--- src/rtl/sync_fifo_pkg.sv ---
// Shared default sizing for the synchronous FIFO and its storage.
package sync_fifo_pkg;

  localparam int unsigned DEFAULT_DATA_WIDTH = 8;
  localparam int unsigned DEFAULT_ADDR_WIDTH = 4;
  localparam int unsigned DEFAULT_MEM_SIZE   = 16;

endpackage : sync_fifo_pkg

--- src/rtl/fifo_mem.sv ---
// FIFO storage: one write port, one registered read port.
module fifo_mem
  import sync_fifo_pkg::*;
#(
  parameter int unsigned DATA_WIDTH = DEFAULT_DATA_WIDTH,
  parameter int unsigned ADDR_WIDTH = DEFAULT_ADDR_WIDTH,
  parameter int unsigned MEM_SIZE   = DEFAULT_MEM_SIZE
) (
  input  logic                  clk,
  input  logic                  rst,
  input  logic                  wr_en,
  input  logic [ADDR_WIDTH-1:0] wr_addr,
  input  logic [DATA_WIDTH-1:0] wr_data,
  input  logic                  rd_en,
  input  logic [ADDR_WIDTH-1:0] rd_addr,
  output logic [DATA_WIDTH-1:0] rd_data
);

  logic [DATA_WIDTH-1:0] MEM [MEM_SIZE];

  // Storage array is never cleared; only accepted writes change it.
  always_ff @(posedge clk) begin
    if (wr_en) begin
      MEM[wr_addr] <= wr_data;
    end
  end

  // Read register loads on accepted reads and otherwise holds.
  always_ff @(posedge clk) begin
    if (rst) begin
      rd_data <= '0;
    end else if (rd_en) begin
      rd_data <= MEM[rd_addr];
    end
  end

endmodule : fifo_mem

--- src/rtl/sync_fifo.sv ---
// Single-clock FIFO: wrap-bit pointers, combinational flags, registered read data.
module sync_fifo
  import sync_fifo_pkg::*;
#(
  parameter int unsigned DATA_WIDTH = DEFAULT_DATA_WIDTH,
  parameter int unsigned ADDR_WIDTH = DEFAULT_ADDR_WIDTH,
  parameter int unsigned MEM_SIZE   = DEFAULT_MEM_SIZE
) (
  input  logic                  CLK,
  input  logic                  RST,
  input  logic                  W_INC,
  input  logic [DATA_WIDTH-1:0] WR_DATA,
  output logic                  FULL,
  input  logic                  R_INC,
  output logic [DATA_WIDTH-1:0] RD_DATA,
  output logic                  EMPTY
);

  localparam int unsigned PTR_W = ADDR_WIDTH + 1;

  if (MEM_SIZE != (1 << ADDR_WIDTH)) begin : g_bad_size
    $error("sync_fifo: MEM_SIZE must equal 2**ADDR_WIDTH");
  end

  logic [PTR_W-1:0]      wr_ptr;
  logic [PTR_W-1:0]      rd_ptr;
  logic [ADDR_WIDTH-1:0] Wr_ADDR;
  logic [ADDR_WIDTH-1:0] rd_addr;
  logic                  wr_accept_c;
  logic                  rd_accept_c;

  // Flags and request qualification; reset cycles accept nothing.
  always_comb begin
    Wr_ADDR     = wr_ptr[ADDR_WIDTH-1:0];
    rd_addr     = rd_ptr[ADDR_WIDTH-1:0];
    EMPTY       = (wr_ptr == rd_ptr);
    FULL        = (wr_ptr[ADDR_WIDTH] != rd_ptr[ADDR_WIDTH]) &&
                  (wr_ptr[ADDR_WIDTH-1:0] == rd_ptr[ADDR_WIDTH-1:0]);
    wr_accept_c = W_INC && !FULL && !RST;
    rd_accept_c = R_INC && !EMPTY && !RST;
  end

  // Pointer update; the extra MSB distinguishes full from empty.
  always_ff @(posedge CLK) begin
    if (RST) begin
      wr_ptr <= '0;
      rd_ptr <= '0;
    end else begin
      if (wr_accept_c) begin
        wr_ptr <= wr_ptr + PTR_W'(1);
      end
      if (rd_accept_c) begin
        rd_ptr <= rd_ptr + PTR_W'(1);
      end
    end
  end

  fifo_mem #(
    .DATA_WIDTH (DATA_WIDTH),
    .ADDR_WIDTH (ADDR_WIDTH),
    .MEM_SIZE   (MEM_SIZE)
  ) FIFO_MEMORY (
    .clk     (CLK),
    .rst     (RST),
    .wr_en   (wr_accept_c),
    .wr_addr (Wr_ADDR),
    .wr_data (WR_DATA),
    .rd_en   (rd_accept_c),
    .rd_addr (rd_addr),
    .rd_data (RD_DATA)
  );

endmodule : sync_fifo

--- config.mk ---
export PLATFORM = sky130hd
export DESIGN_NAME = sync_fifo
export DESIGN_NICKNAME = d
export VERILOG_FILES = /design/src/rtl/sync_fifo_pkg.sv /design/src/rtl/fifo_mem.sv /design/src/rtl/sync_fifo.sv
export SDC_FILE = /design/constraint.sdc
export NUM_CORES = 1
export LEC_CHECK = 0
export CAP_MARGIN = 20
export CORE_ASPECT_RATIO = 0.9
export CORE_MARGIN = 3
export CORE_UTILIZATION = 54
export DETAILED_ROUTE_END_ITERATION = 16
export PLACE_DENSITY_LB_ADDON = 0.08
export SLEW_MARGIN = 20
export SYNTH_ARGS = -nofsm -noshare
export SYNTH_HDL_FRONTEND = slang
export SYNTH_SLANG_ARGS = --single-unit
--- constraint.sdc ---
create_clock -name CLK -period 2.6 [get_ports CLK]
set_input_delay 0.39 -clock CLK [delete_from_list [all_inputs] [get_ports CLK]]
set_output_delay 0.39 -clock CLK [all_outputs]
set_load 0.02 [all_outputs]
==> summary.txt <==
CTS
  • CTS Buffer Depth: 2
  • H-tree levels: 4
  • CTS Hold Buffers Added: 0
  • Total CTS buffers: 17
  • CTS tree: yes
  • Clock latency on the worst-skew pair: 0.41 ns
  • Post-cts sizing count: 0
  • Clock root buffer: clkbuf_16
  • Clock sinks: 146
  • Worst-path clk slew: 0.06 ns
  • Post-CTS Setup Inserts: 0

Setup path
  • WP data required: 2.21 ns
  • Critical path cell sequence: xnor2_1 -> nand4_2 -> nor2_1 -> clkdlybuf4s50_1
  • Arrival time at the worst endpoint: 2.07 ns
  • Peak fanout along the critical path: 10
  • Slowest cell on crit path: clkdlybuf4s50_1
  • CP Launch Type: flip-flop
  • RR Startpoint: rd_ptr[1]
  • Type of element capturing the critical path: output pin
  • Worst setup path class: reg2out
  • Crit path largest cell delay: 0.62 ns
  • Worst reg-to-reg path cell count: 5
  • R2R setup slack: 0.52 ns
  • Worst R2R End: FIFO_MEMORY.rd_data[1]
  • CP delay by family, top: buffers and inverters
  • Buf/Inv on CP: 1
  • Worst path depth: 4

Floorplanning
  • Num ports: 22
  • Num rows: 35
  • Std-Cell Core Area: 10500 um2
  • Die Height: 106 um
  • Initial core utilization: 0.566
  • Width of the chip: 117 um
  • DIE AREA: 12300 um2

Final layout
  • Area growth syn-to-layout: 18.1%
  • Most common cell after layout, fill and taps aside: edfxtp_1
  • Ant diodes: 0
  • Commonest cells after routing, fill and taps aside: edfxtp_1, buf_4, mux4_1, clkdlybuf4s50_1, nor2_1
  • Area of the multi-input gates: 1650 um2
  • Design area: 7030 um2
  • Post-layout utilization of the core: 0.668
  • Layout fillers: 716
  • Share of cells above drive strength 1: 0.201
  • Nets: 393
  • Register area: 4210 um2
  • Fin cells: 518

Place
  • Post-Place Setup Slack: 0.388 ns
  • IO buf count: 21
  • Dpl cell area: 6470 um2
  • Hpwl dp: 7350 um
  • Inst Count DP: 486
  • Gpl congestion: 0.755

Power
  • Pint: 4.26 mW
  • Power Total: 5.52 mW
  • Pleak: 2.26 nW
  • Sw frac: 0.228
  • Comb pwr share: 0.111
  • Power share of the sequential group: 0.477
  • Peak supply drop: 0.000512 V
  • Clock share of power: 0.412
  • Power per standard cell area: 785 nW/um2
  • Switch Pwr: 1.26 mW

Routing
  • DRC violations left: 0
  • Final wirelength: 11800 um
  • DRT iter0 DRCs: 195
  • Routed wire length per instance: 22.7 um
  • First drt pass iteration count: 4
  • Vias per cell: 5.99
  • Post-route ant nets: 0
  • Via count: 3102

STA
  • Max Slew Vio Count: 0
  • Transition time of the tightest slew-check pin: 0.689 ns
  • Highest clock rate: 407 MHz
  • Setup WS post-layout: 0.141 ns
  • Tmin final: 2.46 ns
  • Clk_skew: 0.0125 ns
  • Setup TNS: 0 ns
  • Relative slew slack: 0.539
  • Final Cycle Share: 0.946
  • RSZ-0062 raised after global routing: false
  • Final hold viol count: 0
  • # setup viols final: 0
  • Hold WS: 0.494 ns

Synthesis
  • Post-Synthesis Cells: 329
  • Synth Area in Compound Gates: 0.0408
  • Synth cell types: 34
  • Synth Area in XOR/XNOR: 0.0191
  • Synth Net Count: 346
  • Seq cells post-synth: 146
  • Post-Syn Area: 5950 um2
  • Synth warn: 0
  • Avg Cell Area, Syn: 18.1 um2
  • Post-synthesis simple-gate area fraction: 0.0500
  • Adder-Cell Fraction of Synth Area: 0.0105
  • Largest family of logic cells by synthesized area: multiplexers
  • Sequential area share after synthesis: 0.706
  • Mux cell area share after synthesis: 0.151

Job
  • Max Cap Viol: 0

Global routing
  • First-pass GRT wire length: 18100 um
  • Vias in the first global route: 3107
  • Pin count of the biggest net entering global routing: 44
  • GRT Total Usage: 0.208
  • Initial antenna violation count: 0
  • Overflow after GRT: 0

Min path
  • Worst hold path type: reg2reg
  • Hold Path End: FIFO_MEMORY.rd_data[0]
  • Hold Crit Start: FIFO_MEMORY.rd_data[0]
  • Min-Delay Path Depth: 2

Run status
  • Status: completed
-- how the worst max path moves through the flow --
stage / to / from / slack [ns]
after global placement: FIFO_MEMORY.MEM[8][1] / RST / 0.43
final: FULL / wr_ptr[1] / 0.14
after CTS: FULL / wr_ptr[1] / 0.11
after detailed placement: FIFO_MEMORY.MEM[8][4] / RST / 0.39
after floorplan: FIFO_MEMORY.MEM[1][0] / rd_ptr[2] / 0.12
after global routing: FULL / wr_ptr[1] / 0.01
-- power groups by stage --
stage	logic (mW)	registers (mW)	clock network (mW)
6_report	0.613	2.63	2.27
5_1_grt	0.660	2.64	2.43
4_1_cts	0.616	2.63	2.32
3_5_place_dp	0.611	2.68	0
3_3_place_gp	0.610	2.68	0
2_1_floorplan	0.346	2.71	0
-- cell usage after synthesis --
library cell	number	share of area
o21a_1	1	0.0013
a21oi_1	2	0.0017
nor2_1	18	0.011
mux2i_1	9	0.015
o21ai_0	3	0.0025
o211ai_1	3	0.0038
nor3_1	12	0.010
buf_6	3	0.0057
nor4_1	8	0.0084
buf_2	10	0.0084
nand3_1	1	0.00084
xnor2_1	7	0.010
nor4b_1	4	0.0059
ha_1	5	0.011
mux4_1	23	0.10
and4_1	1	0.0015
nand2b_1	5	0.0053
nand4_2	1	0.0021
a211oi_1	16	0.020
nand2_1	4	0.0025
o21ai_2	1	0.0015
mux2_2	16	0.030
dfxtp_1	18	0.061
edfxtp_1	128	0.65
xor2_1	6	0.0088
clkinv_1	1	0.00063
o22ai_1	8	0.0084
clkbuf_1	7	0.0044
or3_1	1	0.0011
inv_1	3	0.0019
mux4_2	1	0.0038
o2111ai_1	1	0.0015
buf_4	1	0.0013
and3_1	1	0.0011
-- sequential cells by signal, indices dropped and copies added, names as in the netlist --
register / flops
rd_ptr: 5
FIFO_MEMORY.MEM: 128
wr_ptr: 5
FIFO_MEMORY.rd_data: 8
-- worst register-to-register path, stage by stage (launching register included) --
cell	delay, ns
dfxtp_1	0.39
buf_12	0.24
mux4_1	0.64
mux2_2	0.33
a211oi_1	0.27
nor3_1	0.10
-- layer usage --
metal | vias up | wire length (um) | share of wire | GRT usage
li1 | 1442 | - | - | -
met2 | 84 | 5680 | 0.48 | 0.310
met3 | 9 | 620 | 0.053 | 0.0482
met1 | 1567 | 5300 | 0.45 | 0.304
met5 | - | 0 | 0 | 0
met4 | 0 | 158 | 0.013 | 0.0745
-- layout make-up --
class                      instances  share of cell area
clock buffer                      21              0.0627
clock inverter                    11              0.0160
inverter                           4             0.00214
multi-input combinational        158               0.234
sequential                       146               0.599
tap                              129              0.0230
timing repair buffer              49              0.0634
-- cells by family (layout without fill, tap and decap cells) --
family / after synthesis / count (layout)
adder cells (fa/ha/maj): 5 / 5
XOR/XNOR: 13 / 13
AND/OR/NAND/NOR: 56 / 56
buffers and inverters: 25 / 85
multiplexers: 49 / 49
flip-flops: 146 / 146
AO/OA/AOI/OAI: 35 / 35
No activity file was read; power rests on OpenSTA's default activity.
